### src/rtl/fft8_pkg.sv
// Shared constants, sample type and lane-packing helper for the 8-point FFT datapath.
package fft8_pkg;

  localparam int FFT_N      = 8;
  localparam int FFT_DATA_W = 32;
  localparam int FFT_IDX_W  = 3;

  typedef struct packed {
    logic signed [FFT_DATA_W-1:0] re;
    logic signed [FFT_DATA_W-1:0] im;
  } cplx_t;

  // Bit offset of lane k inside a flat N*W lane bus; the output deserializer uses the same layout.
  function automatic int lane_off(input int k, input int w);
    return k * w;
  endfunction

endpackage

### src/rtl/fft8_frame_bank.sv
// One bank of N_PTS complex registers: indexed single-word write, all lanes read in parallel.
module fft8_frame_bank
  import fft8_pkg::*;
#(
  parameter int DATA_W = FFT_DATA_W,
  parameter int N_PTS  = FFT_N
) (
  input  logic                       clk,
  input  logic                       rst_n,
  input  logic                       wr_en,
  input  logic [FFT_IDX_W-1:0]       wr_idx,
  input  logic signed [DATA_W-1:0]   wr_real,
  input  logic signed [DATA_W-1:0]   wr_imag,
  output logic [N_PTS*DATA_W-1:0]    rd_real,
  output logic [N_PTS*DATA_W-1:0]    rd_imag
);

  logic signed [DATA_W-1:0] re_q [N_PTS];
  logic signed [DATA_W-1:0] im_q [N_PTS];

  always_ff @(posedge clk or negedge rst_n) begin
    if (!rst_n) begin
      for (int k = 0; k < N_PTS; k++) begin
        re_q[k] <= '0;
        im_q[k] <= '0;
      end
    end else if (wr_en) begin
      re_q[wr_idx] <= wr_real;
      im_q[wr_idx] <= wr_imag;
    end
  end

  always_comb begin
    rd_real = '0;
    rd_imag = '0;
    for (int k = 0; k < N_PTS; k++) begin
      rd_real[lane_off(k, DATA_W) +: DATA_W] = re_q[k];
      rd_imag[lane_off(k, DATA_W) +: DATA_W] = im_q[k];
    end
  end

endmodule

### src/rtl/fft8_input_framer.sv
// Ping-pong framer: collects 8 streamed complex samples per bank and presents full banks
// as parallel FFT lanes under a frame valid/ready handshake.
module fft8_input_framer
  import fft8_pkg::*;
#(
  parameter int DATA_W = FFT_DATA_W,
  parameter int N_PTS  = FFT_N,
  parameter int CNT_W  = 16
) (
  input  logic                       clk,
  input  logic                       rst_n,
  input  logic                       flush,
  input  logic                       s_valid,
  output logic                       s_ready,
  input  logic signed [DATA_W-1:0]   s_real,
  input  logic signed [DATA_W-1:0]   s_imag,
  output logic                       frame_valid,
  input  logic                       frame_ready,
  output logic [N_PTS*DATA_W-1:0]    frame_real,
  output logic [N_PTS*DATA_W-1:0]    frame_imag,
  output logic [FFT_IDX_W-1:0]       wr_idx,
  output logic [CNT_W-1:0]           frame_cnt
);

  localparam logic [FFT_IDX_W-1:0] LAST_IDX = FFT_IDX_W'(N_PTS - 1);

  logic [1:0]              bank_full;
  logic [1:0]              bank_full_d;
  logic                    wr_bank;
  logic                    rd_bank;
  logic                    accept;
  logic                    frame_done;
  logic                    handoff;
  logic [1:0]              bank_we;
  logic [N_PTS*DATA_W-1:0] bank_real [2];
  logic [N_PTS*DATA_W-1:0] bank_imag [2];

  // Handshake outputs depend on registers only, never on s_valid or frame_ready.
  assign s_ready     = !bank_full[wr_bank];
  assign frame_valid = bank_full[rd_bank];

  // flush takes priority over a coincident sample, which is dropped.
  assign accept     = s_valid && s_ready && !flush;
  assign frame_done = accept && (wr_idx == LAST_IDX);
  assign handoff    = frame_valid && frame_ready;

  assign bank_we[0] = accept && (wr_bank == 1'b0);
  assign bank_we[1] = accept && (wr_bank == 1'b1);

  for (genvar b = 0; b < 2; b++) begin : g_bank
    fft8_frame_bank #(
      .DATA_W (DATA_W),
      .N_PTS  (N_PTS)
    ) u_bank (
      .clk     (clk),
      .rst_n   (rst_n),
      .wr_en   (bank_we[b]),
      .wr_idx  (wr_idx),
      .wr_real (s_real),
      .wr_imag (s_imag),
      .rd_real (bank_real[b]),
      .rd_imag (bank_imag[b])
    );
  end

  assign frame_real = bank_real[rd_bank];
  assign frame_imag = bank_imag[rd_bank];

  // A completing write always targets the empty bank and a handoff the full one, so both
  // updates can be merged into the same edge without conflict.
  always_comb begin
    bank_full_d = bank_full;
    if (handoff)    bank_full_d[rd_bank] = 1'b0;
    if (frame_done) bank_full_d[wr_bank] = 1'b1;
  end

  always_ff @(posedge clk or negedge rst_n) begin
    if (!rst_n) begin
      bank_full <= 2'b00;
      wr_bank   <= 1'b0;
      rd_bank   <= 1'b0;
      wr_idx    <= '0;
      frame_cnt <= '0;
    end else begin
      bank_full <= bank_full_d;
      if (frame_done) wr_bank <= ~wr_bank;
      if (handoff) begin
        rd_bank   <= ~rd_bank;
        frame_cnt <= frame_cnt + 1'b1;
      end
      if (flush)           wr_idx <= '0;
      else if (frame_done) wr_idx <= '0;
      else if (accept)     wr_idx <= wr_idx + 1'b1;
    end
  end

endmodule

### config.mk
export PLATFORM = sky130hd
export DESIGN_NAME = fft8_input_framer
export DESIGN_NICKNAME = d
export VERILOG_FILES = /design/src/rtl/fft8_pkg.sv /design/src/rtl/fft8_frame_bank.sv /design/src/rtl/fft8_input_framer.sv
export SDC_FILE = /design/constraint.sdc
export NUM_CORES = 1
export LEC_CHECK = 0
export BUFFER_PORTS_ARGS = -buffer_cell sky130_fd_sc_hd__buf_4
export CORE_ASPECT_RATIO = 0.6
export CORE_MARGIN = 10
export CORE_UTILIZATION = 55
export DETAILED_ROUTE_END_ITERATION = 8
export PLACE_DENSITY = 0.77
export REMOVE_ABC_BUFFERS = 1
export SLEW_MARGIN = 10
export SYNTH_ARGS = -nofsm -noshare
export SYNTH_HDL_FRONTEND = slang
export SYNTH_HIERARCHICAL = 1
export SYNTH_SLANG_ARGS = --single-unit
### constraint.sdc
create_clock -name clk -period 3.4 [get_ports clk]
set_input_delay 1.02 -clock clk [delete_from_list [all_inputs] [get_ports clk]]
set_output_delay 1.02 -clock clk [all_outputs]
set_load 0.02 [all_outputs]
== Word-level counts from Yosys, hierarchy flattened ==
Cells that the tools add are included.

* Register bits after elaboration: 1047
* Input bits: 69
* Output and inout port bits: 533
* Word-level logic and storage cells: 91

* $add $sub $neg: 2
* Order comparisons: 7
* Eq/ne operators: 1
* Muxes and demuxes: 25
* Bitwise logic cells: 7
* Reduce and logical (&&, ||, !) cells: 12

{| class="wikitable"
|+ Operators by type and width
! operator !! count
|-
| $mux 256 || 6
|-
| $bwmux 256 || 4
|-
| $demux 32 s3 || 1
|-
| $mux 32 || 1
|-
| $add 16x1->16 const B || 1
|-
| $logic_and 1x1->1 || 9
|-
| $mux 3 || 3
|-
| $mux 1 || 6
|-
| $ge 4x4->1 const B || 1
|-
| $lt 1x2->1 const B || 2
|-
| $lt 4x1->1 const B || 1
|-
| $mux 2 || 2
|-
| $not 3->4 || 1
|-
| $add 3x1->3 const B || 1
|-
| $eq 3x3->1 const B || 1
|-
| $reduce_bool 3->1 || 1
|-
| $and 2x2->2 || 1
|-
| $demux 1 s1 || 2
|-
| $ge 1x1->1 const B || 2
|-
| $ge 2x2->1 const B || 1
|-
| $logic_not 1->1 || 2
|-
| $not 1->1 || 2
|-
| $not 1->2 || 1
|-
| $not 2->2 || 1
|-
| $or 2x2->2 || 1
|}

== Longest topological paths before layout ==
Gate-level depths: netlist (run 1).

* Word-level depth: 9
* Mapped depth: 7
* Mapped depth without buffers: 5

== Modules after synthesis ==
Netlist (run 1), hierarchy kept.

{| class="wikitable"
|+ Modules (own cells, without submodules)
! module !! instances !! cells an instance !! area an instance (um^2) !! sequential area each (um^2)
|-
| fft8_frame_bank || 2 || 1087 || 19177.1 || 12812.3
|-
| fft8_input_framer || 1 || 660 || 7198.2 || 575.6
|}

== Least setup slack after synthesis (run 1) ==
No wires, ideal clock.

* Path type: input to register
* Start point: input s_valid
* End point: register g_bank[1].u_bank.im_q, in the netlist g_bank[1].u_bank/rd_imag[0]
* Data arrival time: 2586 ps
* Data required time: 3275 ps
* Slack: 689 ps
* Stages on the path: 6
* Path buffers: 2
* Cells stage by stage: nand2_2 nor3b_1 nor4b_1 buf_4 buf_6 mux2_2

* Cells in the longest elaborated chain, start to end: 3

{| class="wikitable"
|+ Ends and longest elaborated chain
! what !! line !! source
|-
| start: declaration || fft8_input_framer.sv:13 || <nowiki>input logic s_valid,</nowiki>
|-
| $logic_and 1x1->1 (2 in a row) || fft8_input_framer.sv:43 || <nowiki>assign accept = s_valid && s_ready && !flush;</nowiki>
|-
| $logic_and 1x1->1 || fft8_input_framer.sv:48 || <nowiki>assign bank_we[1] = accept && (wr_bank == 1'b1);</nowiki>
|-
| named net bank_we[1] || fft8_input_framer.sv:34 || <nowiki>logic [1:0] bank_we;</nowiki>
|-
| end signal: indexed assignment || fft8_frame_bank.sv:29 || <nowiki>im_q[wr_idx] <= wr_imag;</nowiki>
|-
| end: declaration || fft8_frame_bank.sv:19 || <nowiki>logic signed [DATA_W-1:0] im_q [N_PTS];</nowiki>
|}

The timed path passes the listed nets, and every way through them passes these cells.
A chain may end at the register's enable or synchronous reset.

== Final worst setup path (run 1) ==
* Start point: register rd_bank
* End point: output frame_real[219]

* Cells in the longest elaborated chain, start to end: 4

{| class="wikitable"
|+ Ends and longest elaborated chain
! what !! line !! source
|-
| start: declaration || fft8_input_framer.sv:30 || <nowiki>logic rd_bank;</nowiki>
|-
| start signal: assignment || fft8_input_framer.sv:88 || <nowiki>rd_bank <= ~rd_bank;</nowiki>
|-
| $not 1->2 (not written as such) || fft8_input_framer.sv:66 || <nowiki>assign frame_real = bank_real[rd_bank];</nowiki>
|-
| $mux 256 (not written as such) (3 in a row) || fft8_input_framer.sv:66 ||
|-
| end: declaration || fft8_input_framer.sv:19 || <nowiki>output logic [N_PTS*DATA_W-1:0] frame_real,</nowiki>
|}

No other way between the ends. The select of a mux whose other input is x is not followed.

==> summary.md, run 1 <==
The first global-routing pass estimated 188 mm of wire. The count of buffers added on input and output ports is 601. The path class of the tightest hold or removal check is in2async.

Static timing analysis puts the maximum clock frequency at 300 MHz. The sort of element at the start of the critical path was a register. The tools report the number of cell rows as 81. The die is 392 um wide. The tools report the final non-filler cell total as 4609.

Dividing the detail-routed via count by the number of cells gives 5.79. TritonCTS built the clock tree. The tools report the latest clock arrival within the worst-skew pair as 690 ps.

The critical path starts at rd_bank. The H-tree generated during clock tree synthesis spans 3 levels. 602 I/O pins were placed. VDD sags by at most 0.399 mV. The first detailed-routing pass took 4 iterations. The Yosys step of the flow raised 6 warnings. The run gives 25.7% as the total track usage.

The run finished with clean final reports. Number of buffers added by the clock tree synthesis step: 94. After synthesis, the largest area contributor takes up 57.5% of total cell area.

The DRC violations left was 0. Antenna violation net count after detailed routing: 0. Setup repair after global routing left no endpoint under its margin. The logs give 0 for the count of final hold-check violations and 0.0818 mm^2 for the area of the core. After detailed routing, the total wire length is 125 mm. The largest fanout on the critical path was 35; the clock transition at the registers of the reported paths was 70 ps. The total count of max-transition violations in the final report came out at 0. The count of max-cap constraint violations is 0, and the synthesized instance count is 2834.

Yosys mapped a number of flops with a built-in enable equal to 0. The leading register cell type out of synthesis is sky130_fd_sc_hd__dfrtp_1. The relative area change from synthesis to final layout was 19.7%. The run gives 0 as the count of final setup violators. Cell depth of the worst flop-to-flop path: 7. The logs give 0 for the total of hold buffers inserted after clock tree synthesis and 26687 for the total via count after detailed routing.

The detailed placement HPWL is 81.5 mm. The synthesis-stage register bit count is 1047, and the final net count is 3525. The post-route netlist has 57.6% of its cells at a drive strength greater than 1. Total standard cell area after synthesis: 0.0456 mm^2.

Counting along the longest clock path gives a buffer depth of 3. From bottom edge to top edge, the die measures 243 um. The average wire per standard cell was 27.0 um; the placed cell count was 4432.

The worst register-to-register path begins at wr_bank. The congestion estimate from routability-driven global placement came to 0.824. Entering global routing, the biggest net connects 88 pins. Of the synthesized area, sequential elements account for 57.5%. The via count of the first global-routing pass was 29390. The clock period could shrink to 3330 ps. After synthesis, the cell types taking the most area are sky130_fd_sc_hd__dfrtp_1 (58%), sky130_fd_sc_hd__mux2_2 (29%), sky130_fd_sc_hd__mux2_1 (9.1%), sky130_fd_sc_hd__buf_8 (1.2%), sky130_fd_sc_hd__buf_2 (0.94%). Headroom to the max-slew limit came out at 49.8%.

The completed layout was analyzed and its total power is 29700 uW. The tools report the clock tree root buffer cell as sky130_fd_sc_hd__clkbuf_16. Counting distinct cell types in the post-synthesis netlist gives 36. The logs give 1567 for the initial detailed-routing violation count and 2 for the initial antenna violation count.

The total power per unit cell area is 544 mW/mm^2. Leakage power figure: 0.0282 uW. The critical path class is reg2out. On the final layout, the worst clock skew is 13.7 ps. The tools report the endpoint class of the critical path as a primary output.

The actual slew at the worst max-slew pin was 754 ps. Largest area contributor in the synthesized netlist: sky130_fd_sc_hd__dfrtp_1. For this configuration, the core starts out at a cell density of 55.7%. Counting flops with an async set or reset pin after synthesis yields a share of 100%. The summed negative setup slack over all endpoints came out at 0 ps.

Data on the critical path is required at its endpoint by 2380 ps. Each instance of the synthesized netlist takes up on average 16.1 um^2. Counting every sink on the clock net gives 1047. Dividing the final minimum period by the clock period gives 98.0%. At the worst endpoint, the arrival time is 2310 ps.

The die covers 0.0951 mm^2. Summed over all layers, the global routing overflow is 0.
## cells in the final DEF (no fill, tap or decap), types with 7 or more instances in the layout
master,n
sky130_fd_sc_hd__mux2_2,1167
sky130_fd_sc_hd__dfrtp_1,1046
sky130_fd_sc_hd__buf_4,644
sky130_fd_sc_hd__mux2_1,370
sky130_fd_sc_hd__clkbuf_16,94
sky130_fd_sc_hd__buf_12,43
sky130_fd_sc_hd__clkinv_2,22
sky130_fd_sc_hd__clkbuf_8,19
sky130_fd_sc_hd__clkbuf_1,12
sky130_fd_sc_hd__xnor2_1,10
sky130_fd_sc_hd__bufinv_16,10
sky130_fd_sc_hd__clkinvlp_4,8
sky130_fd_sc_hd__nand2_1,7
sky130_fd_sc_hd__nand4_1,7
## repair_timing
item                       4_1_cts  5_1_grt
setup endpoints to repair      274       14
buffers inserted                 4        0
resized for setup                0        3
## per-stage QoR
step	hold WS, ps	setup WS, ps	util (%)	area (um^2)
finish	271	68.1	66.7	54500
global route	282	1.58	66.7	54500
CTS	282	4.97	66.6	54500
detailed placement	468	444	62.7	51300
global placement	461	413	62.7	51300
floorplan	452	-9970	-	44200
## cells in the mapped netlist (3+ instances only)
master,count
sky130_fd_sc_hd__buf_4,26
sky130_fd_sc_hd__inv_1,3
sky130_fd_sc_hd__buf_2,86
sky130_fd_sc_hd__and4bb_1,6
sky130_fd_sc_hd__xor2_1,6
sky130_fd_sc_hd__xnor2_1,10
sky130_fd_sc_hd__a21oi_1,4
sky130_fd_sc_hd__mux2_1,370
sky130_fd_sc_hd__dfrtp_1,1047
sky130_fd_sc_hd__nand4_1,7
sky130_fd_sc_hd__buf_6,18
sky130_fd_sc_hd__ha_1,3
sky130_fd_sc_hd__mux2_2,1167
sky130_fd_sc_hd__buf_8,36
sky130_fd_sc_hd__nand4b_1,6
sky130_fd_sc_hd__nand2_1,7
sky130_fd_sc_hd__nand3_1,6
sky130_fd_sc_hd__nor3_1,3
## flip-flops by register name, indices dropped and copies added (netlist names)
register               flops
rd_bank                    1
wr_bank                    1
g_bank.u_bank/rd_imag    512
g_bank.u_bank/rd_real    512
frame_cnt                 16
bank_full                  2
wr_idx                     3
## final timing paths
kind | to | slack, ps
setup / recovery | frame_real[219] | 70
hold / removal | g_bank[0].u_bank/rd_real[76] | 270
setup reg to reg | g_bank[1].u_bank/rd_imag[2] | 680
hold reg to reg | g_bank[1].u_bank/rd_imag[47] | 480
max in group asynchronous | g_bank[1].u_bank/rd_imag[146] | 2000
min in group clk | g_bank[1].u_bank/rd_imag[47] | 480
## power by group
group	leakage, uW	switching [uW]	internal, uW	total [uW]
Sequential	0.0142	412	13300	13700
Combinational	0.0124	2770	2230	5000
Clock	0.00156	4730	6270	11000
Total	0.0282	7920	21800	29700
## kinds of logic (layout without fill, tap and decap cells)
kind of cell,after synthesis,after routing,synth area share (%)
AOI/OAI and AO/OA,8,8,0.107
xor gates and xnor gates,16,16,0.308
adders and majority gates,3,3,0.0824
buffers and inverters,171,864,3.05
DFF,1047,1047,57.5
muxes,1539,1539,38.1
other,0,3,0
and+or+nand+nor,50,50,0.865
## metal layers
layer,vias up,part of all wire [%],GRT usage (%),routed length (um)
met5,-,0,0,0
met4,0,2.8,7.29,3470
met3,206,5.0,5.63,6260
met2,593,49,42.8,61600
met1,14348,43,33.6,53200
li1,11540,-,-,-
## final cells by class
cell class / count / area [um^2]
Multi-Input combinational cell: 1616 / 18000
Sequential cell: 1047 / 26200
Inverter: 3 / 11.3
Tap cell: 1079 / 1350
Clock inverter: 45 / 522
Clock buffer: 125 / 2660
Fill cell: 5615 / 27300
Antenna cell: 3 / 7.51
Timing Repair Buffer: 691 / 5760
## worst max-delay path: stages, from the launching register on
cell                      delay (ps)
sky130_fd_sc_hd__dfrtp_4         450
sky130_fd_sc_hd__buf_12          120
sky130_fd_sc_hd__buf_12          190
sky130_fd_sc_hd__buf_16          240
sky130_fd_sc_hd__mux2_2          400
sky130_fd_sc_hd__buf_4           170
No activity file was read; power rests on OpenSTA's default activity.
==> run 2, diff against run 1 <==
--- a/config.mk
+++ b/config.mk
@@ -7,7 +7,7 @@
 export LEC_CHECK = 0
 export BUFFER_PORTS_ARGS = -buffer_cell sky130_fd_sc_hd__buf_4
 export CORE_ASPECT_RATIO = 0.6
-export CORE_MARGIN = 10
+export CORE_MARGIN = 2
 export CORE_UTILIZATION = 55
 export DETAILED_ROUTE_END_ITERATION = 8
 export PLACE_DENSITY = 0.77
==> summary.md, run 2 (synthesized netlist as in run 1, its figures left out) <==
The signal on the critical path passes through buf_4 > buf_12 > mux2_2 > buf_4. The logs give 28.3% (+2.6 points) for the total track usage and 5 (+1) for the number of iterations in the first detailed-routing pass. The tools report the minimum hold slack as 261 ps (-9.54 ps). The number of buffer cells added on primary ports was 601 (unchanged).

The worst-case vdd ir drop was 0.400 mV (+0.34%); the overall die width was 376 um (-4.1%). For the number of sinks on the clock net, the log shows 1047 (unchanged). Setup repair after global routing could not meet its margin everywhere. For the maximum clock frequency, the log shows 297 MHz (-0.96%). The most common cell after layout, fill and taps aside is sky130_fd_sc_hd__mux2_2. The effective utilization at floorplan was 55.7% (unchanged); the total power per unit cell area was 546 mW/mm^2 (+0.28%). The largest fanout on the critical path is 32 (-8.6%), and the via count of the first global-routing pass is 28661 (-2.5%). The actual slew at the worst max-slew pin was 754 ps (+0.879 ps).

The summed negative setup slack over all endpoints is 0 ps (unchanged), and the detailed placement HPWL is 78.1 mm (-4.1%). The area of the core was 0.0818 mm^2 (unchanged). The required time at the worst-slack endpoint is 2380 ps (about the same), and the aggregate routed wire length is 121 mm (-3.0%).

For the initial detailed-routing violation count, the log shows 1534 (-2.1%). The total count of max-transition violations in the final report is 0 (unchanged), and the number of buffers added by the clock tree synthesis step is 96 (+2.1%). TritonCTS built the clock tree.

In the layout the commonest cells are sky130_fd_sc_hd__mux2_2 (1156), sky130_fd_sc_hd__dfrtp_1 (1046), sky130_fd_sc_hd__buf_4 (650), sky130_fd_sc_hd__mux2_1 (370), sky130_fd_sc_hd__clkbuf_16 (97). From synthesis to final layout, the design area changed by 20.8%. The count of max-cap constraint violations is 0 (unchanged). For the area of the die, the log shows 0.0852 mm^2 (-10%).

The tools report the sort of element at the start of the critical path as a register. Number of cell rows: 81 (unchanged). Design area: 0.0550 mm^2 (+0.92%). The DRC violations left came out at 0 (unchanged). The fraction of layout cells with a size suffix above 1 was 57.8% (+0.21 points). The tools report the total cell area at the placement stage as 0.0516 mm^2 (+0.61%). The part of the cycle the worst path needs was 98.9% (+0.95 points); the initial antenna violation count was 2 (unchanged).

The logs give 2340 ps (+30 ps) for the arrival time at the worst endpoint and 0.833 (+1.0%) for the final weighted congestion of routability-driven global placement. For the worst-case clock skew, the log shows 23.7 ps (+9.95 ps). The highest-delay cell along the critical path was sky130_fd_sc_hd__dfrtp_4. The total via count after detailed routing was 26813 (+0.47%).

The cell repeated most along the worst path was sky130_fd_sc_hd__buf_4. The run gives 4629 (+0.43%) as the final non-filler cell total. The count of final setup violators is 0 (unchanged), and the top-level port count is 602 (unchanged). The per-cell via count in the routed design was 5.79 (about the same); the pin count of the biggest net entering global routing was 109 (+24%). The antenna violation net count after detailed routing is 0 (unchanged). The post-layout utilization of the core came out at 67.3% (+0.61 points). The final net count was 3544 (+0.54%); the overall overflow remaining after global route was 0 (unchanged). For the relative max-transition margin, the log shows 49.7% (-0.059 points). The clock transition at the registers of the reported paths was 60 ps (about the same). The critical path in this run is classified as reg2out. The worst setup path is captured at a primary output. The logs give 3 (unchanged) for the maximum number of buffers from clock root to sink and 4449 (+0.38%) for the placed cell count. The clock tree root buffer cell is sky130_fd_sc_hd__clkbuf_16.

The leakage power figure came out at 0.0284 uW (+0.83%). The count of final hold-check violations is 0 (unchanged). The flow ran to the end, and the final reports show no timing, DRC or antenna violations.

The die span in y was 227 um (-6.6%); the number of H-tree branching levels was 3 (unchanged). The run gives 690 ps (about the same) as the latest clock arrival within the worst-skew pair. The average wire per standard cell was 26.1 um (-3.4%); the global-route wire length before repair was 181 mm (-3.5%). The worst hold path class was in2async.

The delay of the slowest cell on the worst path works out to 560 ps (+110 ps). The final critical delay including setup and external delays was 3360 ps (+32.2 ps).
## run 2: changes by cell type in the layout (fill, tap and decap cells not counted), sizes merged
| cell | before | now |
|---|---|---|
| diode | 3 | 1 |
| clkbuf | 125 | 131 |
| buf | 691 | 708 |
| clkinvlp | 8 | 9 |
| bufinv | 10 | 12 |
| clkinv | 23 | 19 |
## run 2: report_power, final
part | total (uW) | internal, uW | switching (uW)
combinational | 4920 | 2230 | 2700
clock | 11400 | 6620 | 4820
sequential | 13700 | 13300 | 406
## run 2: worst paths after layout
kind | startpoint | end | slack (ps) | depth (start not counted)
worst max-delay path | rd_bank | frame_real[24] | 40 | 4
worst min-delay path | rst_n | g_bank[0].u_bank/rd_imag[34] | 260 | 1
worst max register to register | wr_bank | g_bank[1].u_bank/rd_real[4] | 650 | 8
worst min register to register | frame_cnt[15] | frame_cnt[15] | 470 | 1
max in group asynchronous | rst_n | g_bank[1].u_bank/rd_imag[43] | 2020 | 3
min in group clk | frame_cnt[15] | frame_cnt[15] | 470 | 1
## run 2: cell type report
class | instances | area (um^2)
Antenna cell | 1 | 2.50
Inverter | 3 | 11.3
Timing Repair Buffer | 708 | 6050
Clock buffer | 131 | 2760
Multi-Input combinational cell | 1616 | 18100
Sequential cell | 1047 | 26200
Fill cell | 5522 | 26800
Clock inverter | 44 | 599
Tap cell | 1079 | 1350
## run 2: stage by stage
step	setup slack (ps)	total power [uW]
floorplan	-9970	16400
global placement	428	18700
detailed placement	432	18800
CTS	-10.6	30300
global route	-39.7	31100
finish	35.9	30000
## run 2: worst max-delay path, delay by kind of cell (launching register included)
family	cells	cell delay, ps
buffers and inverters	3	680
flip-flops	1	560
multiplexers	1	400
## run 2: layer usage
metal	vias to the layer above	track usage (%)	share of wire, %
li1	11598	-	-
met1	14375	38.6	44
met2	651	46.1	49
met3	189	6.17	5.2
met4	0	7.67	2.4
met5	-	0	0
## run 2: timing repair
action                                  CTS  global route
endpoints found under the setup margin  352            81
hold buffers                              0             0
hold endpoints to repair                  0             0
setup buffers                             4             0
resized for setup                         1            12
